==> config.mk <==
export PLATFORM = sky130hd
export DESIGN_NAME = sort_network_pipelined
export DESIGN_NICKNAME = d
export VERILOG_FILES = /design/src/rtl/sort_network_pipelined.sv
export SDC_FILE = /design/constraint.sdc
export NUM_CORES = 2
export LEC_CHECK = 0
export CORE_ASPECT_RATIO = 1.5
export CORE_UTILIZATION = 25
export DETAILED_ROUTE_END_ITERATION = 12
export GPL_ROUTABILITY_DRIVEN = 0
export SETUP_SLACK_MARGIN = 0.05
export SYNTH_ARGS = -nofsm -noshare
export SYNTH_HDL_FRONTEND = slang
export SYNTH_SLANG_ARGS = --single-unit
==> constraint.sdc <==
create_clock -name clk -period 5.8 [get_ports clk]
set_input_delay 1.45 -clock clk [delete_from_list [all_inputs] [get_ports clk]]
set_output_delay 1.45 -clock clk [all_outputs]
set_load 0.05 [all_outputs]
==> src/rtl/sort_network_pipelined.sv <==
// -----------------------------------------------------------------------------
// sort_network_pipelined
//
// Bitonic sorting network for SIZE elements. Each compare-exchange layer has its
// own register stage, so a vector takes L = log2(SIZE)*(log2(SIZE)+1)/2 cycles
// from acceptance to output. A new vector can be accepted every cycle. The whole
// pipeline stalls as one unit while the output is held by the consumer.
//
// Ports
//   clk, rst_n             clock, asynchronous active-low reset
//   in_valid / in_ready    input handshake; vector accepted when both are high
//   data_in, index_in      packed elements (element 0 in the LSBs) and their tags
//   dir_override, dir      when dir_override=1, dir selects direction (1 = ascending);
//                          otherwise UP_DEFAULT applies
//   out_valid / out_ready  output handshake
//   data_out, index_out    sorted elements and tags, element 0 in the LSBs
//   vec_count              wrapping count of delivered vectors
// -----------------------------------------------------------------------------
module sort_network_pipelined #(
   parameter int SIZE       = 8,
   parameter int DATA_W     = 16,
   parameter int IDX_W      = (SIZE > 1) ? $clog2(SIZE) : 1,
   parameter bit UP_DEFAULT = 1'b1
) (
   input  logic                     clk,
   input  logic                     rst_n,
   input  logic                     in_valid,
   output logic                     in_ready,
   input  logic [SIZE*DATA_W-1:0]   data_in,
   input  logic [SIZE*IDX_W-1:0]    index_in,
   input  logic                     dir_override,
   input  logic                     dir,
   output logic                     out_valid,
   input  logic                     out_ready,
   output logic [SIZE*DATA_W-1:0]   data_out,
   output logic [SIZE*IDX_W-1:0]    index_out,
   output logic [15:0]              vec_count
);

   localparam int LOG = (SIZE < 2) ? 1 : $clog2(SIZE);
   localparam int L   = (LOG * (LOG + 1)) / 2;

   if (SIZE < 2 || (SIZE & (SIZE - 1)) != 0) begin : g_size_check
      $error("sort_network_pipelined: SIZE must be a power of two and at least 2");
   end

   // Layer s belongs to merge phase p (block size 2^p); within a phase the
   // compare distance halves from 2^(p-1) down to 1.
   function automatic int stage_phase(input int s);
      int acc;
      int phase;
      acc   = 0;
      phase = 1;
      for (int p = 1; p <= LOG; p++) begin
         if (s >= acc && s < acc + p) phase = p;
         acc = acc + p;
      end
      return phase;
   endfunction

   function automatic int stage_span(input int s);
      int p;
      p = stage_phase(s);
      return 1 << (p - 1 - (s - (p * (p - 1)) / 2));
   endfunction

   function automatic int stage_block(input int s);
      return 1 << stage_phase(s);
   endfunction

   // Stage registers
   logic [DATA_W-1:0] dat_q [L][SIZE];
   logic [IDX_W-1:0]  idx_q [L][SIZE];
   logic [L-1:0]      vld_q;
   logic [L-1:0]      up_q;
   logic [15:0]       cnt_q;

   // Inputs to each layer (stage 0 sees the ports) and the layer results
   logic [DATA_W-1:0] src_dat [L][SIZE];
   logic [IDX_W-1:0]  src_idx [L][SIZE];
   logic [L-1:0]      src_vld;
   logic [L-1:0]      src_up;
   logic [DATA_W-1:0] dat_d [L][SIZE];
   logic [IDX_W-1:0]  idx_d [L][SIZE];

   logic eff_up;

   assign out_valid = vld_q[L-1];
   assign in_ready  = !(out_valid && !out_ready);
   assign vec_count = cnt_q;

   always_comb begin
      eff_up     = dir_override ? dir : UP_DEFAULT;
      src_vld    = '0;
      src_up     = '0;
      src_vld[0] = in_valid;
      src_up[0]  = eff_up;
      for (int i = 0; i < SIZE; i++) begin
         src_dat[0][i] = data_in[i*DATA_W +: DATA_W];
         src_idx[0][i] = index_in[i*IDX_W +: IDX_W];
      end
      for (int s = 1; s < L; s++) begin
         src_vld[s] = vld_q[s-1];
         src_up[s]  = up_q[s-1];
         for (int i = 0; i < SIZE; i++) begin
            src_dat[s][i] = dat_q[s-1][i];
            src_idx[s][i] = idx_q[s-1][i];
         end
      end
   end

   // Compare-exchange layers. The (data, index) pair is the sort key, so ties
   // on data resolve by index and pairs always move together.
   always_comb begin
      int   partner;
      logic asc;
      logic i_above;
      logic p_above;
      partner = 0;
      asc     = 1'b0;
      i_above = 1'b0;
      p_above = 1'b0;
      for (int s = 0; s < L; s++) begin
         for (int i = 0; i < SIZE; i++) begin
            dat_d[s][i] = src_dat[s][i];
            idx_d[s][i] = src_idx[s][i];
         end
      end
      for (int s = 0; s < L; s++) begin
         for (int i = 0; i < SIZE; i++) begin
            partner = i ^ stage_span(s);
            if (partner > i) begin
               // Sub-blocks alternate direction to build bitonic sequences; the
               // final phase spans the whole vector and uses the vector's own direction.
               asc     = src_up[s] ^ ((i & stage_block(s)) != 0);
               i_above = (src_dat[s][i] > src_dat[s][partner]) ||
                         ((src_dat[s][i] == src_dat[s][partner]) &&
                          (src_idx[s][i] > src_idx[s][partner]));
               p_above = (src_dat[s][partner] > src_dat[s][i]) ||
                         ((src_dat[s][partner] == src_dat[s][i]) &&
                          (src_idx[s][partner] > src_idx[s][i]));
               if (asc ? i_above : p_above) begin
                  dat_d[s][i]       = src_dat[s][partner];
                  idx_d[s][i]       = src_idx[s][partner];
                  dat_d[s][partner] = src_dat[s][i];
                  idx_d[s][partner] = src_idx[s][i];
               end
            end
         end
      end
   end

   // in_ready doubles as the global advance enable. Payload registers only
   // load behind a valid vector so an idle pipeline holds its contents.
   always_ff @(posedge clk or negedge rst_n) begin
      if (!rst_n) begin
         vld_q <= '0;
         up_q  <= '0;
         cnt_q <= '0;
         for (int s = 0; s < L; s++) begin
            for (int i = 0; i < SIZE; i++) begin
               dat_q[s][i] <= '0;
               idx_q[s][i] <= '0;
            end
         end
      end else begin
         if (in_ready) begin
            vld_q <= src_vld;
            for (int s = 0; s < L; s++) begin
               if (src_vld[s]) begin
                  up_q[s] <= src_up[s];
                  for (int i = 0; i < SIZE; i++) begin
                     dat_q[s][i] <= dat_d[s][i];
                     idx_q[s][i] <= idx_d[s][i];
                  end
               end
            end
         end
         if (out_valid && out_ready) begin
            cnt_q <= cnt_q + 16'd1;
         end
      end
   end

   genvar gi;
   for (gi = 0; gi < SIZE; gi++) begin : g_out
      assign data_out[gi*DATA_W +: DATA_W] = dat_q[L-1][gi];
      assign index_out[gi*IDX_W +: IDX_W]  = idx_q[L-1][gi];
   end

endmodule

==> summary.md <==
| Metric | Value |
|---|---|
| Clk buf depth | 3 |
| Critical Path Start Type | input pin |
| Root Driver | clkbuf_16 |
| Syn nets | 7038 |
| Largest stage delay, worst path | 0.90 ns |
| Dominant synthesized flop cell | dfrtp_1 |
| Routed WL | 207000 µm |
| Crit path max fanout | 64 |
| Via count | 48500 |
| Placed cell count | 9263 |
| Sw frac | 50.2% |
| Num rows | 215 |
| Syn Area/Cell | 8.95 µm² |
| Largest net degree at the start of global routing | 191 |
| Achievable clock frequency | 0.232 GHz |
| Fill cell count | 24100 |
| Status | finished clean |
| Final setup viols | 0 |
| Max Used Layer | met5 |
| Async SR Flop Fraction | 100% |
| Initial core utilization | 25.1% |
| Post-Route Skew | 0.0304 ns |
| Pre-CTS setup slack | 0.747 ns |
| Worst path cell trace | clkdlybuf4s50_1 -> inv_1 -> ha_1 -> nand4_1 -> a2111o_1 -> and4b_1 -> o211ai_1 -> buf_12 -> a21boi_0 -> a2bb2oi_1 |
| Final-report max-slew violation count | 0 |
| Leak | 29.1 nW |
| Port bufs | 327 |
| Gate power share | 54.7% |
| Vias in the first global route | 46600 |
| Number of max-cap violations | 0 |
| Drt wl/cell | 21.9 µm |
| Clock transition at path regs | 0.06 ns |
| Max rail drop VDD | 0.397 mV |
| CP max-delay cell | o211ai_1 |
| Non-Filler Instances | 9456 |
| Seq/Total Area, Yosys | 40.9% |
| Core area | 229000 µm² |
| H-tree levels | 3 |
| Worst Slack Setup Final | 1.48 ns |
| Setup TNS | 0 ns |
| CTS Hold Buffers Added | 0 |
| Vias/cell | 5.12 |
| CP Capture Type | flop |
| Post-CTS Setup Bufs | 0 |
| Met3 wire length | 12200 µm |
| Mapped Cells | 6423 |
| Worst Hold Class | flop to flop |
| Reg power frac | 30.1% |
| #FFs+latches synth | 939 |
| Util after Layout | 29.0% |
| Layout cells sized above 1 | 5.99% |
| Net Switching | 23.9 mW |
| RSZ-0062 raised after global routing | no |
| Crit path kind | input pin to flop |
| Clk sink count | 939 |
| DIE HEIGHT | 589 µm |
| Synthesized area | 57500 µm² |
| P&R area growth vs syn | 15.3% |
| Tmin final | 4.32 ns |
| DRC errors left | 0 |
| Synthesis warning total | 0 |
| Clk Latency, worst-skew pair | 0.73 ns |
| First-pass GRT wire length | 305000 µm |
| Worst EP arrival | 4.87 ns |
| Area of the multi-input gates | 29200 µm² |
| Register Area | 23500 µm² |
| CP delay by family, top | compound AO/OA/AOI/OAI gates |
| CTS tree | built |
| Routed wl met2 | 97400 µm |
| Nets@finish | 6942 |
| Final hold slack | 0.475 ns |
| Worst slew pin tran | 1.35 ns |
| M1 WL | 83500 µm |
| Clk pwr share | 15.2% |
| Power density over cell area | 719 nW/µm² |
| Data required, critical path | 6.35 ns |
| ANT nets after route | 0 |
| EDFF count, synth | 0 |
| Buf+Inv Stages, Crit Path | 3 |
| Slew headroom | 9.09% |
| GR Overflow Total | 0 |
| Global Route Usage Sum | 17.3% |
| Area of the die | 232000 µm² |
| I/O pins | 328 |
| Drt pass-1 iters | 6 |
| Num CTS Buffers | 100 |
| Hold Vio Cnt, Final | 0 |
| Synth cell types | 70 |
| Initial antenna violation count | 11 |
| Post_cts resized | 0 |
| Post-DP HPWL | 161000 µm |
| Final period util | 74.5% |
| 1st-iter DRT viols | 3908 |
| Pint | 23.7 mW |
| Overall die width | 393 µm |
## logic make-up after synthesis
family	share of synthesized area (%)
compound gates	20.7
xor+xnor	0.229
fa+ha+maj	9.95
buf+inv	8.49
flops	40.9
mux	6.42
simple gates	13.3
## worst paths after layout
check                                              from                       to  slack (ns)  cells after the start
worst max register to register   dat_q[395]$_DFFE_PN0P_   dat_q[332]$_DFFE_PN0P_        1.55                      9
worst min-delay path            data_out[6]$_DFFE_PN0P_  data_out[6]$_DFFE_PN0P_        0.48                      2
worst min register to register  data_out[6]$_DFFE_PN0P_  data_out[6]$_DFFE_PN0P_        0.48                      2
min in group asynchronous                         rst_n   dat_q[698]$_DFFE_PN0P_        0.75                      1
worst max-delay path                        data_in[75]   dat_q[679]$_DFFE_PN0P_        1.48                     10
max in group asynchronous                         rst_n   dat_q[133]$_DFFE_PN0P_        3.73                      2
## Yosys cell counts (11+ instances only)
cell type  count  area, µm²
a2111oi_0     11       96.3
a211oi_1      13       97.6
a21boi_0      43        323
a21o_1        31        233
a21oi_1      674       3370
a2bb2oi_1     52        455
a31o_1        30        263
a31o_2        82        718
a31oi_1      210       1310
and2_1        13       81.3
and3_1        11       68.8
and4_1        23        201
buf_1         24       90.1
buf_2         41        205
buf_4        166       1250
clkbuf_1     366       1370
dfrtp_1      939      23500
ha_1         457       5720
inv_1        512       1920
mux2i_1      362       3620
nand2_1      421       1580
nand2b_1      17        106
nand3_1      191        956
nand3b_1      80        601
nand4_1       82        513
nor2_1       663       2490
nor2b_1       37        231
nor4_1        11       68.8
o211ai_1      29        218
o21a_1        28        210
o21ai_0      313       1570
o21ai_1       21        105
o221ai_1     133       1160
o22a_1        25        219
o31a_1        80        701
o31ai_1       21        158
o41ai_1       17        149
or3_1         79        494
## worst min-delay path, stage by stage (launching register included)
cell and delay (ns):
dfrtp_1 0.34, nand2_1 0.04, o21ai_0 0.06
## stage by stage
stage	power (mW)	instance area [µm²]
global placement	39.3	62500
finish	47.6	66200
global route	50.8	66200
CTS	47.5	66200
detailed placement	40.1	62500
floorplan	31.8	57500
## power groups by stage
stage,Clock (mW),Sequential [mW],Combinational (mW)
floorplan,0,11.7,20.1
global placement,0,14.2,25.1
detailed placement,0,14.3,25.8
CTS,7.37,14.2,25.9
global route,7.62,14.5,28.6
finish,7.23,14.4,26.0
## final cells by class
cell class | count | area share [%]
repair buffers | 402 | 6.15
flip-flops and latches | 939 | 35.5
diodes | 5 | 0.0189
well taps | 3038 | 5.74
clock inverters | 53 | 1.18
multi-input cells | 4370 | 44.1
inverters | 514 | 2.91
clock buffers | 135 | 4.39
## flip-flops by register name, summed over array words and instances, names as in the netlist
register,flops
vec_count,16
up_q,5
vld_q,6
data_out,128
dat_q,640
index_out,24
idx_q,120
## cells in the final DEF, fill, tap and decap left out, drive strengths merged, types with 11 or more instances in the layout
master / count
dfrtp: 939
a21oi: 674
nor2: 663
inv: 515
ha: 457
nand2: 421
mux2i: 362
o21ai: 334
clkdlybuf4s50: 325
a31oi: 210
nand3: 191
clkbuf: 135
o221ai: 133
a31o: 112
nand4: 82
nand3b: 80
o31a: 80
or3: 79
buf: 77
a2bb2oi: 52
a21boi: 43
nor2b: 37
a21o: 31
clkinv: 30
o211ai: 29
o21a: 28
o22a: 25
and4: 23
o31ai: 21
a211oi: 18
nand2b: 17
o41ai: 17
bufinv: 16
nor4: 15
and2: 14
a2111oi: 11
and3: 11
## metal layers
metal	vias up	global-route usage, %
met5	-	0
met4	10	10.1
met3	462	3.02
met2	1536	28.8
met1	23800	20.8
li1	22600	-
(Power assumes the default switching activity.)
